**config.mk**
```make
export PLATFORM = sky130hd
export DESIGN_NAME = vga_sync_gen_flat
export DESIGN_NICKNAME = d
export VERILOG_FILES = /design/src/rtl/vga_timing_pkg.sv /design/src/rtl/vga_sync_gen_if.sv /design/src/rtl/mod_counter.sv /design/src/rtl/vga_sync_gen.sv /design/src/flat_wrapper.sv
export SDC_FILE = /design/constraint.sdc
export NUM_CORES = 1
export LEC_CHECK = 0
export ABC_AREA = 1
export BUFFER_PORTS_ARGS = -buffer_cell sky130_fd_sc_hd__clkbuf_2
export CORE_ASPECT_RATIO = 1.4
export CORE_MARGIN = 3
export CORE_UTILIZATION = 50
export CTS_CLUSTER_SIZE = 8
export DETAILED_ROUTE_END_ITERATION = 16
export PLACE_DENSITY = 0.73
export SLEW_MARGIN = 0
export SYNTH_ARGS = -nofsm -noshare
export SYNTH_HDL_FRONTEND = slang
export SYNTH_SLANG_ARGS = --single-unit
```
**constraint.sdc**
```tcl
create_clock -name clk -period 1.8 [get_ports clk]
set_input_delay 0.09 -clock clk [delete_from_list [all_inputs] [get_ports clk]]
set_output_delay 0.09 -clock clk [all_outputs]
set_load 0.02 [all_outputs]
```
**src/rtl/vga_timing_pkg.sv**
```systemverilog
// rtl/vga_timing_pkg.sv - 640x480@60 VGA timing constants shared by the raster pipeline
package vga_timing_pkg;

    localparam int COORD_W   = 10;
    localparam int CLK_DIV   = 4;

    localparam int H_DISPLAY = 640;
    localparam int H_FRONT   = 16;
    localparam int H_SYNC    = 96;
    localparam int H_BACK    = 48;
    localparam int H_TOTAL   = H_DISPLAY + H_FRONT + H_SYNC + H_BACK;

    localparam int V_DISPLAY = 480;
    localparam int V_FRONT   = 10;
    localparam int V_SYNC    = 2;
    localparam int V_BACK    = 33;
    localparam int V_TOTAL   = V_DISPLAY + V_FRONT + V_SYNC + V_BACK;

    // Sync windows are half-open: [START, END)
    localparam int H_SYNC_START = H_DISPLAY + H_FRONT;
    localparam int H_SYNC_END   = H_SYNC_START + H_SYNC;
    localparam int V_SYNC_START = V_DISPLAY + V_FRONT;
    localparam int V_SYNC_END   = V_SYNC_START + V_SYNC;

    typedef logic [COORD_W-1:0] coord_t;

endpackage

```
**src/rtl/vga_sync_gen_if.sv**
```systemverilog
// rtl/vga_sync_gen_if.sv - raster timing bundle from the sync generator to the pixel generators
interface vga_sync_gen_if;
    import vga_timing_pkg::*;

    logic   p_tick;
    coord_t pixel_x;
    coord_t pixel_y;
    logic   hsync;
    logic   vsync;
    logic   video_on;
    logic   frame_tick;

    modport master (
        output p_tick,
        output pixel_x,
        output pixel_y,
        output hsync,
        output vsync,
        output video_on,
        output frame_tick
    );

    modport slave (
        input p_tick,
        input pixel_x,
        input pixel_y,
        input hsync,
        input vsync,
        input video_on,
        input frame_tick
    );

endinterface

```
**src/rtl/mod_counter.sv**
```systemverilog
// rtl/mod_counter.sv - enabled modulo-MOD counter with combinational terminal-count flag
module mod_counter #(
    parameter int MOD = 800,
    parameter int W   = 10
) (
    input  logic         clk,
    input  logic         rst_n,
    input  logic         en,
    output logic [W-1:0] cnt,
    output logic         wrap
);

    logic [W-1:0] cnt_q;
    logic [W-1:0] cnt_d;

    assign wrap = (cnt_q == W'(MOD - 1));
    assign cnt  = cnt_q;

    always_comb begin
        cnt_d = cnt_q;
        if (en) begin
            cnt_d = wrap ? '0 : cnt_q + W'(1);
        end
    end

    always_ff @(posedge clk or negedge rst_n) begin
        if (!rst_n) begin
            cnt_q <= '0;
        end else begin
            cnt_q <= cnt_d;
        end
    end

endmodule

```
**src/rtl/vga_sync_gen.sv**
```systemverilog
// rtl/vga_sync_gen.sv - pixel-enable divider, h/v raster counters and registered sync decode
module vga_sync_gen
    import vga_timing_pkg::coord_t;
    import vga_timing_pkg::COORD_W;
#(
    parameter int CLK_DIV   = vga_timing_pkg::CLK_DIV,
    parameter int H_DISPLAY = vga_timing_pkg::H_DISPLAY,
    parameter int H_FRONT   = vga_timing_pkg::H_FRONT,
    parameter int H_SYNC    = vga_timing_pkg::H_SYNC,
    parameter int H_BACK    = vga_timing_pkg::H_BACK,
    parameter int V_DISPLAY = vga_timing_pkg::V_DISPLAY,
    parameter int V_FRONT   = vga_timing_pkg::V_FRONT,
    parameter int V_SYNC    = vga_timing_pkg::V_SYNC,
    parameter int V_BACK    = vga_timing_pkg::V_BACK
) (
    input  logic           clk,
    input  logic           rst_n,
    vga_sync_gen_if.master vga_o
);

    localparam int H_TOTAL = H_DISPLAY + H_FRONT + H_SYNC + H_BACK;
    localparam int V_TOTAL = V_DISPLAY + V_FRONT + V_SYNC + V_BACK;
    localparam int DIV_W   = $clog2(CLK_DIV);

    localparam coord_t H_VIS_END    = coord_t'(H_DISPLAY);
    localparam coord_t V_VIS_END    = coord_t'(V_DISPLAY);
    localparam coord_t H_SYNC_START = coord_t'(H_DISPLAY + H_FRONT);
    localparam coord_t H_SYNC_END   = coord_t'(H_DISPLAY + H_FRONT + H_SYNC);
    localparam coord_t V_SYNC_START = coord_t'(V_DISPLAY + V_FRONT);
    localparam coord_t V_SYNC_END   = coord_t'(V_DISPLAY + V_FRONT + V_SYNC);

    logic [DIV_W-1:0] div_q;
    logic [DIV_W-1:0] div_d;
    logic             div_last;

    logic p_tick_q;
    logic frame_tick_q;
    logic hsync_q;
    logic vsync_q;
    logic video_on_q;

    coord_t x_cnt;
    coord_t y_cnt;
    coord_t x_d;
    coord_t y_d;
    logic   h_wrap;
    logic   v_wrap;

    assign div_last = (div_q == DIV_W'(CLK_DIV - 1));
    assign div_d    = div_last ? '0 : div_q + DIV_W'(1);

    // Counters advance on the edge that closes the p_tick cycle
    mod_counter #(
        .MOD (H_TOTAL),
        .W   (COORD_W)
    ) u_h_cnt (
        .clk   (clk),
        .rst_n (rst_n),
        .en    (p_tick_q),
        .cnt   (x_cnt),
        .wrap  (h_wrap)
    );

    mod_counter #(
        .MOD (V_TOTAL),
        .W   (COORD_W)
    ) u_v_cnt (
        .clk   (clk),
        .rst_n (rst_n),
        .en    (p_tick_q & h_wrap),
        .cnt   (y_cnt),
        .wrap  (v_wrap)
    );

    // Next coordinates, so the registered decode lines up with the registered counters
    always_comb begin
        x_d = x_cnt;
        y_d = y_cnt;
        if (p_tick_q) begin
            x_d = h_wrap ? '0 : x_cnt + coord_t'(1);
            if (h_wrap) begin
                y_d = v_wrap ? '0 : y_cnt + coord_t'(1);
            end
        end
    end

    always_ff @(posedge clk or negedge rst_n) begin
        if (!rst_n) begin
            div_q        <= '0;
            p_tick_q     <= 1'b0;
            frame_tick_q <= 1'b0;
            hsync_q      <= 1'b1;
            vsync_q      <= 1'b1;
            video_on_q   <= 1'b0;
        end else begin
            div_q        <= div_d;
            p_tick_q     <= div_last;
            // Counters hold across this edge (p_tick_q is low), so x/y are already final
            frame_tick_q <= div_last && h_wrap && v_wrap;
            hsync_q      <= !((x_d >= H_SYNC_START) && (x_d < H_SYNC_END));
            vsync_q      <= !((y_d >= V_SYNC_START) && (y_d < V_SYNC_END));
            video_on_q   <= (x_d < H_VIS_END) && (y_d < V_VIS_END);
        end
    end

    assign vga_o.p_tick     = p_tick_q;
    assign vga_o.pixel_x    = x_cnt;
    assign vga_o.pixel_y    = y_cnt;
    assign vga_o.hsync      = hsync_q;
    assign vga_o.vsync      = vsync_q;
    assign vga_o.video_on   = video_on_q;
    assign vga_o.frame_tick = frame_tick_q;

endmodule

```
**src/flat_wrapper.sv**
```systemverilog
// flat-port wrapper written by rule: the top's interface ports become plain ports
module vga_sync_gen_flat import vga_timing_pkg::coord_t; import vga_timing_pkg::COORD_W;
#(
    parameter int CLK_DIV   = vga_timing_pkg::CLK_DIV,
    parameter int H_DISPLAY = vga_timing_pkg::H_DISPLAY,
    parameter int H_FRONT   = vga_timing_pkg::H_FRONT,
    parameter int H_SYNC    = vga_timing_pkg::H_SYNC,
    parameter int H_BACK    = vga_timing_pkg::H_BACK,
    parameter int V_DISPLAY = vga_timing_pkg::V_DISPLAY,
    parameter int V_FRONT   = vga_timing_pkg::V_FRONT,
    parameter int V_SYNC    = vga_timing_pkg::V_SYNC,
    parameter int V_BACK    = vga_timing_pkg::V_BACK
)
  (clk, rst_n, vga_o_p_tick, vga_o_pixel_x, vga_o_pixel_y, vga_o_hsync, vga_o_vsync, vga_o_video_on, vga_o_frame_tick);
  vga_sync_gen_if vga_o_i ();
  input  logic clk;
  input  logic rst_n;
  output wire logic [$bits(vga_o_i.p_tick)-1:0] vga_o_p_tick;
  output wire logic [$bits(vga_o_i.pixel_x)-1:0] vga_o_pixel_x;
  output wire logic [$bits(vga_o_i.pixel_y)-1:0] vga_o_pixel_y;
  output wire logic [$bits(vga_o_i.hsync)-1:0] vga_o_hsync;
  output wire logic [$bits(vga_o_i.vsync)-1:0] vga_o_vsync;
  output wire logic [$bits(vga_o_i.video_on)-1:0] vga_o_video_on;
  output wire logic [$bits(vga_o_i.frame_tick)-1:0] vga_o_frame_tick;
  assign vga_o_p_tick = vga_o_i.p_tick;
  assign vga_o_pixel_x = vga_o_i.pixel_x;
  assign vga_o_pixel_y = vga_o_i.pixel_y;
  assign vga_o_hsync = vga_o_i.hsync;
  assign vga_o_vsync = vga_o_i.vsync;
  assign vga_o_video_on = vga_o_i.video_on;
  assign vga_o_frame_tick = vga_o_i.frame_tick;
  vga_sync_gen #(.CLK_DIV(CLK_DIV), .H_DISPLAY(H_DISPLAY), .H_FRONT(H_FRONT), .H_SYNC(H_SYNC), .H_BACK(H_BACK), .V_DISPLAY(V_DISPLAY), .V_FRONT(V_FRONT), .V_SYNC(V_SYNC), .V_BACK(V_BACK)) u_core (.clk(clk), .rst_n(rst_n), .vga_o(vga_o_i));
endmodule
```
Yosys cells after proc, flatten, opt, wreduce, memory -nomap -nowiden
Cells that the tools add are included.
{"block": "op_classes", "addsub": 3, "n_lt_le_gt_ge": 6, "n_eq_ne": 3, "mux": 6, "bitwise_logic": 1, "reduce_logical": 7}
{"op": "$mux 10", "n": 5}
{"op": "$add 10x1->10 const B", "n": 2}
{"op": "$eq 10x10->1 const B", "n": 2}
{"op": "$lt 10x10->1 const B", "n": 2}
{"op": "$lt 10x9->1 const B", "n": 2}
{"op": "$ge 10x10->1 const B", "n": 1}
{"op": "$ge 10x9->1 const B", "n": 1}
{"op": "$logic_and 1x1->1", "n": 5}
{"op": "$add 2x1->2 const B", "n": 1}
{"op": "$eq 2x2->1 const B", "n": 1}
{"op": "$logic_not 1->1", "n": 2}
{"op": "$mux 2", "n": 1}
{"op": "$and 1x1->1", "n": 1}
{"block": "totals", "reg_bits": 27, "output_inout_bits": 25, "wordCells": 34}

Longest topological paths before layout
{"block": "logic_depth", "ltp_word": 7, "depth_mapped": 12, "depth_no_buf": 12}

Hierarchy
From an unflattened synthesis, not the netlist that was laid out.
{"block": "unflattened", "hier_cells": 282, "hier_area_um2": 1983.2}
{"module": "vga_sync_gen", "n_inst": 1, "cells_each": 128, "area_per_inst_um2": 793.3}
{"module": "mod_counter (u_core.u_v_cnt)", "n_inst": 1, "cells_each": 85, "area_per_inst_um2": 616.8}
{"module": "mod_counter (u_core.u_h_cnt)", "n_inst": 1, "cells_each": 69, "area_per_inst_um2": 573.0}

Least setup slack after synthesis
OpenSTA, ideal clock, no wires.
{"block": "synth_path", "path_kind": "register to register", "startpoint": "reg u_core.u_h_cnt.cnt_q[0], in the netlist u_core.u_h_cnt.cnt[0]", "endpoint": "reg u_core.vsync_q, in the netlist u_core.vga_o.vsync", "setup_time_ns": 0.083, "arrival_ns": 1.566, "required_ns": 1.717, "path_slack_ns": 0.151, "stages_incl_launch_ff": 12, "path_buffers": 1, "synth_period_minus_slack_ns": 1.649, "cell_sequence": "dfrtp_1 ha_1 inv_1 nor2_4 nand4_2 buf_6 nand2_2 inv_1 nor2_2 nand2_1 nor2_1 nand3_1"}
{"block": "synth_via", "elab_chain_cells": 6, "word_cells_on_any_way": 7}
{"element": "start, declared", "line_no": "mod_counter.sv:13", "source": "logic [W-1:0] cnt_q;"}
{"element": "start signal, assigned", "line_no": "mod_counter.sv:30", "source": "cnt_q <= cnt_d;"}
{"element": "$eq 10x10->1 *", "line_no": "mod_counter.sv:16", "source": "assign wrap = (cnt_q == W'(MOD - 1));"}
{"element": "$mux 10 *", "line_no": "vga_sync_gen.sv:81", "source": "if (h_wrap) begin"}
{"element": "$mux 10 *", "line_no": "vga_sync_gen.sv:79", "source": "if (p_tick_q) begin"}
{"element": "$ge 10x9->1 or $lt 10x9->1 (tied branches)", "line_no": "vga_sync_gen.sv:101", "source": "vsync_q <= !((y_d >= V_SYNC_START) && (y_d < V_SYNC_END));"}
{"element": "$logic_and 1x1->1 *", "line_no": "vga_sync_gen.sv:101"}
{"element": "$logic_not 1->1 *", "line_no": "vga_sync_gen.sv:101"}
{"element": "end signal, assigned", "line_no": "vga_sync_gen.sv:101"}
{"element": "end, declared", "line_no": "vga_sync_gen.sv:39", "source": "logic vsync_q;"}
Mark *: on every way between the ends. The rest lies on a longest branch, timed or not.
A chain may end at the register's enable or synchronous reset.

Worst setup path after layout
{"block": "layout_path", "startpoint": "reg u_core.u_v_cnt.cnt_q[1], in the netlist u_core.u_v_cnt.cnt[1]", "endpoint": "reg u_core.vsync_q, in the netlist u_core.vga_o.vsync"}
{"block": "layout_via", "elab_chain_cells": 7, "word_cells_on_any_way": 9}
{"element": "start, declared", "line_no": "mod_counter.sv:13"}
{"element": "start signal, assigned", "line_no": "mod_counter.sv:30"}
{"element": "$add 10x1->10 or $eq 10x10->1 (tied branches)", "line_no": "vga_sync_gen.sv:82, mod_counter.sv:16"}
{"element": "$mux 10", "line_no": "vga_sync_gen.sv:82", "source": "y_d = v_wrap ? '0 : y_cnt + coord_t'(1);"}
{"element": "$mux 10", "line_no": "vga_sync_gen.sv:81"}
{"element": "$mux 10 *", "line_no": "vga_sync_gen.sv:79"}
{"element": "$ge 10x9->1 or $lt 10x9->1 (tied branches)", "line_no": "vga_sync_gen.sv:101"}
{"element": "$logic_and 1x1->1 *", "line_no": "vga_sync_gen.sv:101"}
{"element": "$logic_not 1->1 *", "line_no": "vga_sync_gen.sv:101"}
Marks and branches as above.

==> reports/summary.txt <==
=================================================================================
Crit path buf inv count                                                         2
Post-synthesis xor/xnor area fraction                                      2.235%
Clock net sink count                                                           27
WP data arrival                                                           1.84 ns
Crit-path leading delay family                                       simple AND/OR/NAND/NOR gates
Critical-path maximum fanout                                                    7
Element type at the critical path start                                  register
Most used DFF post-synth                                             sky130_fd_sc_hd__dfrtp_1
Routed wire per std cell                                                 11.79 um
Dominant combinational cell family by area after synthesis           simple AND/OR/NAND/NOR gates
Leak                                                                    0.9244 nW
Number of synthesized register bits                                            27
Die boundary height                                                      72.26 um
Fraction of the cycle the final worst path needs                           90.84%
Warning count from the yosys run                                                0
Async set-or-reset flop fraction in the synthesized netlist                100.0%
Vias                                                                        1,388
Residual DRC count                                                              0
Count of flip-flops with a built-in enable after synthesis                      0
Antenna Diode Count                                                             0
Violation count after the first detailed-route iteration                       21
Top cells by instance count after synthesis                          sky130_fd_sc_hd__nand2_1, sky130_fd_sc_hd__inv_1, sky130_fd_sc_hd__nor2_1, sky130_fd_sc_hd__dfrtp_1, sky130_fd_sc_hd__nand3_1
Cell types with the largest area share after synthesis               sky130_fd_sc_hd__dfrtp_1, sky130_fd_sc_hd__nand2_1, sky130_fd_sc_hd__inv_1
Final net count                                                               248
Adder-cell area share of the yosys netlist                                 3.192%
Final slew viol count                                                           0
Initial antenna violation count                                                 0
Largest net degree at the start of global routing                              28
TritonCTS clock tree                                                          yes
Core Region                                                          0.002935 mm2
Share of the yosys chip area belonging to registers                        43.26%
Synth Area in Simple Gates                                                 37.99%
Switching fraction of total power                                          20.20%
Initial standard-cell utilization of the core                              53.41%
Worst max-slew margin expressed relative to the limit                      56.29%
Routability cong.                                                          0.7795
Residual overflow from global routing                                           0
Register clock-pin slew on the reported worst setup and hold paths        0.09 ns
Layout cells sized above 1                                                 25.31%
Type of the worst setup path                                              reg2reg
Cell row count                                                                 23
Measured slew at the worst slew-check pin                               0.6557 ns
Fraction of the mapped netlist area in compound gates                      5.427%
Post-route non-filler standard cell count                                     278
CTS root buffer                                                      sky130_fd_sc_hd__clkbuf_8
Routed wire length                                                        3277 um
Cell variety after synth                                                       28
Worst VDD drop                                                          0.6029 mV
Horizontal die dimension                                                 53.33 um
Most instantiated library cell after synthesis                       sky130_fd_sc_hd__nand2_1
Synthesized net count                                                         209
Multiplexer area fraction after synthesis                                      0%
Die Footprint                                                        0.003853 mm2
Post-CTS repair timing setup buffer count                                       0
Status                                                               finished clean
DRT Pass-1 Iters                                                                4
RSZ-0062 raised after global routing                                        false
Worst Clk Skew                                                        0.003749 ns
Source-to-sink clock delay at the later pin of the worst-skew pair        0.28 ns
Mean instance size in the synthesized netlist                           7.723 um2
Synthesized cell area                                                0.001568 mm2
Setup violations, final                                                         0
Master of the slowest instance on the critical path                  sky130_fd_sc_hd__dfrtp_1
Clock power frac                                                            35.5%
Number of clock buffers inserted by TritonCTS                                   3
Number of violations of the max-capacitance limit                               0
Final critical-path required period                                      1.635 ns
Post-Route Setup TNS                                                         0 ns
Clock H-tree levels                                                             1
Estimated wirelength of the detail-placed design                          2586 um
CP required                                                               2.01 ns
Comb pwr share                                                               1.4%
Final hold violations                                                           0
Critical-path cell list                                              buf_4 > inv_1 > ha_1 > nand2_1 > nor2_1 > nand3_2 > nand2_1 > nor2_1 > nor2_2 > nand2_1 > nor2_1 > nand3_1
Maximum cell stage delay along the critical path                          0.42 ns
Fmax achieved                                                          0.6116 GHz
Fraction of power consumed by sequential logic                              63.0%
Number of standard cells after synthesis                                      203
Type of the tightest min-delay check                                     in2async
First-pass GRT wire length                                                5388 um
Number of global-route vias before repair                                   1,282
GRT Resource Usage Total                                                   19.19%
Net switching component of the power                                  0.0001942 W
Top-Level Pins                                                                 27
Endpoint kind of the worst setup timing path                             register
Synth area leader                                                    sky130_fd_sc_hd__dfrtp_1
Antenna violation net count after detailed routing                              0
Buffer levels on the longest clock path                                         2
Port Buffers                                                                   26
Mean number of vias per cell                                                4.993
Placed cells                                                                  273
Area fraction of the dominant cell type after synthesis                    39.90%
Cell Int Power                                                        0.0007672 W
Ratio of total power to cell area                                    514.3 mW/mm2
Area added between synthesis and finish                                    19.23%
=================================================================================
power by group through the flow:
stage,logic (W),clock network (W),registers [W]
final,0.0000135,0.000342,0.000606
after detailed placement,0.0000131,0,0.000618
after floorplan,0.000000000395,0,0.000618
after global routing,0.0000161,0.000384,0.000606
after CTS,0.0000146,0.000359,0.000606
after global placement,0.0000127,0,0.000618
flip-flops by register name (all words and copies together), names as in the netlist:
name                     count
u_core.vga_o.p_tick          1
u_core.vga_o.frame_tick      1
u_core.u_h_cnt.cnt          10
u_core.vga_o.hsync           1
u_core.div_q                 2
u_core.vga_o.vsync           1
u_core.u_v_cnt.cnt          10
u_core.vga_o.video_on        1
repair_timing:
item / in CTS / in global routing
hold endpoints to repair: 25 / 0
hold buffers: 1 / 0
endpoints found under the setup margin: 0 / 2
gates resized for setup: 0 / 6
cells by family (layout without fill, tap and decap cells):
logic type	Yosys count	in the layout
AND/OR/NAND/NOR	125	125
buffers and inverters	30	68
flip-flops	27	27
AO/OA/AOI/OAI	13	13
adder cells (fa/ha/maj)	4	4
XOR/XNOR	4	4
cells in the final DEF, fill, tap and decap left out, types with 3 or more instances in the layout:
| cell type | instances |
|---|---|
| sky130_fd_sc_hd__nand4_1 | 3 |
| sky130_fd_sc_hd__nor2_1 | 26 |
| sky130_fd_sc_hd__nand2_1 | 56 |
| sky130_fd_sc_hd__clkbuf_8 | 3 |
| sky130_fd_sc_hd__o21ai_1 | 3 |
| sky130_fd_sc_hd__a21oi_1 | 3 |
| sky130_fd_sc_hd__nor3_1 | 3 |
| sky130_fd_sc_hd__ha_1 | 4 |
| sky130_fd_sc_hd__o21bai_1 | 3 |
| sky130_fd_sc_hd__nand2_2 | 3 |
| sky130_fd_sc_hd__nand3_2 | 3 |
| sky130_fd_sc_hd__dfrtp_1 | 23 |
| sky130_fd_sc_hd__inv_1 | 28 |
| sky130_fd_sc_hd__buf_4 | 9 |
| sky130_fd_sc_hd__clkbuf_2 | 26 |
| sky130_fd_sc_hd__nor2_2 | 7 |
| sky130_fd_sc_hd__nand3_1 | 16 |
worst paths after layout:
kind | slack, ns | start | cells past startpoint | end
worst max-delay path | 0.16 | u_core.u_v_cnt.cnt[1] | 12 | u_core.vga_o.vsync
worst min-delay path | 0.36 | rst_n | 2 | u_core.u_h_cnt.cnt[2]
worst max register to register | 0.16 | u_core.u_v_cnt.cnt[1] | 12 | u_core.vga_o.vsync
worst min register to register | 0.43 | u_core.div_q[0] | 1 | u_core.div_q[0]
max in group asynchronous | 0.97 | rst_n | 2 | u_core.vga_o.p_tick
min in group clk | 0.43 | u_core.div_q[0] | 1 | u_core.div_q[0]
per-stage QoR:
stage | hold WS, ns | total power, W | util [%] | cell area [um2] | setup slack [ns]
5_1_grt | 0.4281 | 0.001006 | 63.68 | 1869 | 0.001535
2_1_floorplan | -0.2056 | 0.0006183 | - | 1568 | 0.1507
6_report | 0.3606 | 0.0009614 | 63.68 | 1869 | 0.1649
4_1_cts | 0.3822 | 0.0009803 | 62.96 | 1848 | 0.05581
3_5_place_dp | 0.1567 | 0.0006312 | 61.08 | 1793 | 0.07068
3_3_place_gp | 0.1472 | 0.0006308 | 61.08 | 1793 | 0.08165
layer usage:
metal,global-route usage [%],vias to the layer above,wire [um]
met1,21.64,632,1395
li1,-,720,-
met5,0,-,0
met4,11.93,0,119
met3,1.848,9,83
met2,33.42,27,1679
cell type report:
type | count | area (um2)
multi-input cells | 146 | 784.5
fillers | 289 | 1066
well taps | 37 | 46.29
flip-flops and latches | 27 | 680.7
repair buffers | 36 | 207.7
clock buffers | 4 | 45.04
inverters | 28 | 105.1
worst reg2reg max path: stages (launching register included):
cell and delay, ns:
sky130_fd_sc_hd__dfrtp_1 0.42, sky130_fd_sc_hd__buf_4 0.16, sky130_fd_sc_hd__inv_1 0.05, sky130_fd_sc_hd__ha_1 0.13, sky130_fd_sc_hd__nand2_1 0.06, sky130_fd_sc_hd__nor2_1 0.11, sky130_fd_sc_hd__nand3_2 0.18, sky130_fd_sc_hd__nand2_1 0.10
sky130_fd_sc_hd__nor2_1 0.05, sky130_fd_sc_hd__nor2_2 0.10, sky130_fd_sc_hd__nand2_1 0.07, sky130_fd_sc_hd__nor2_1 0.08, sky130_fd_sc_hd__nand3_1 0.07
Note: power is estimated with default switching activity, not from simulation.
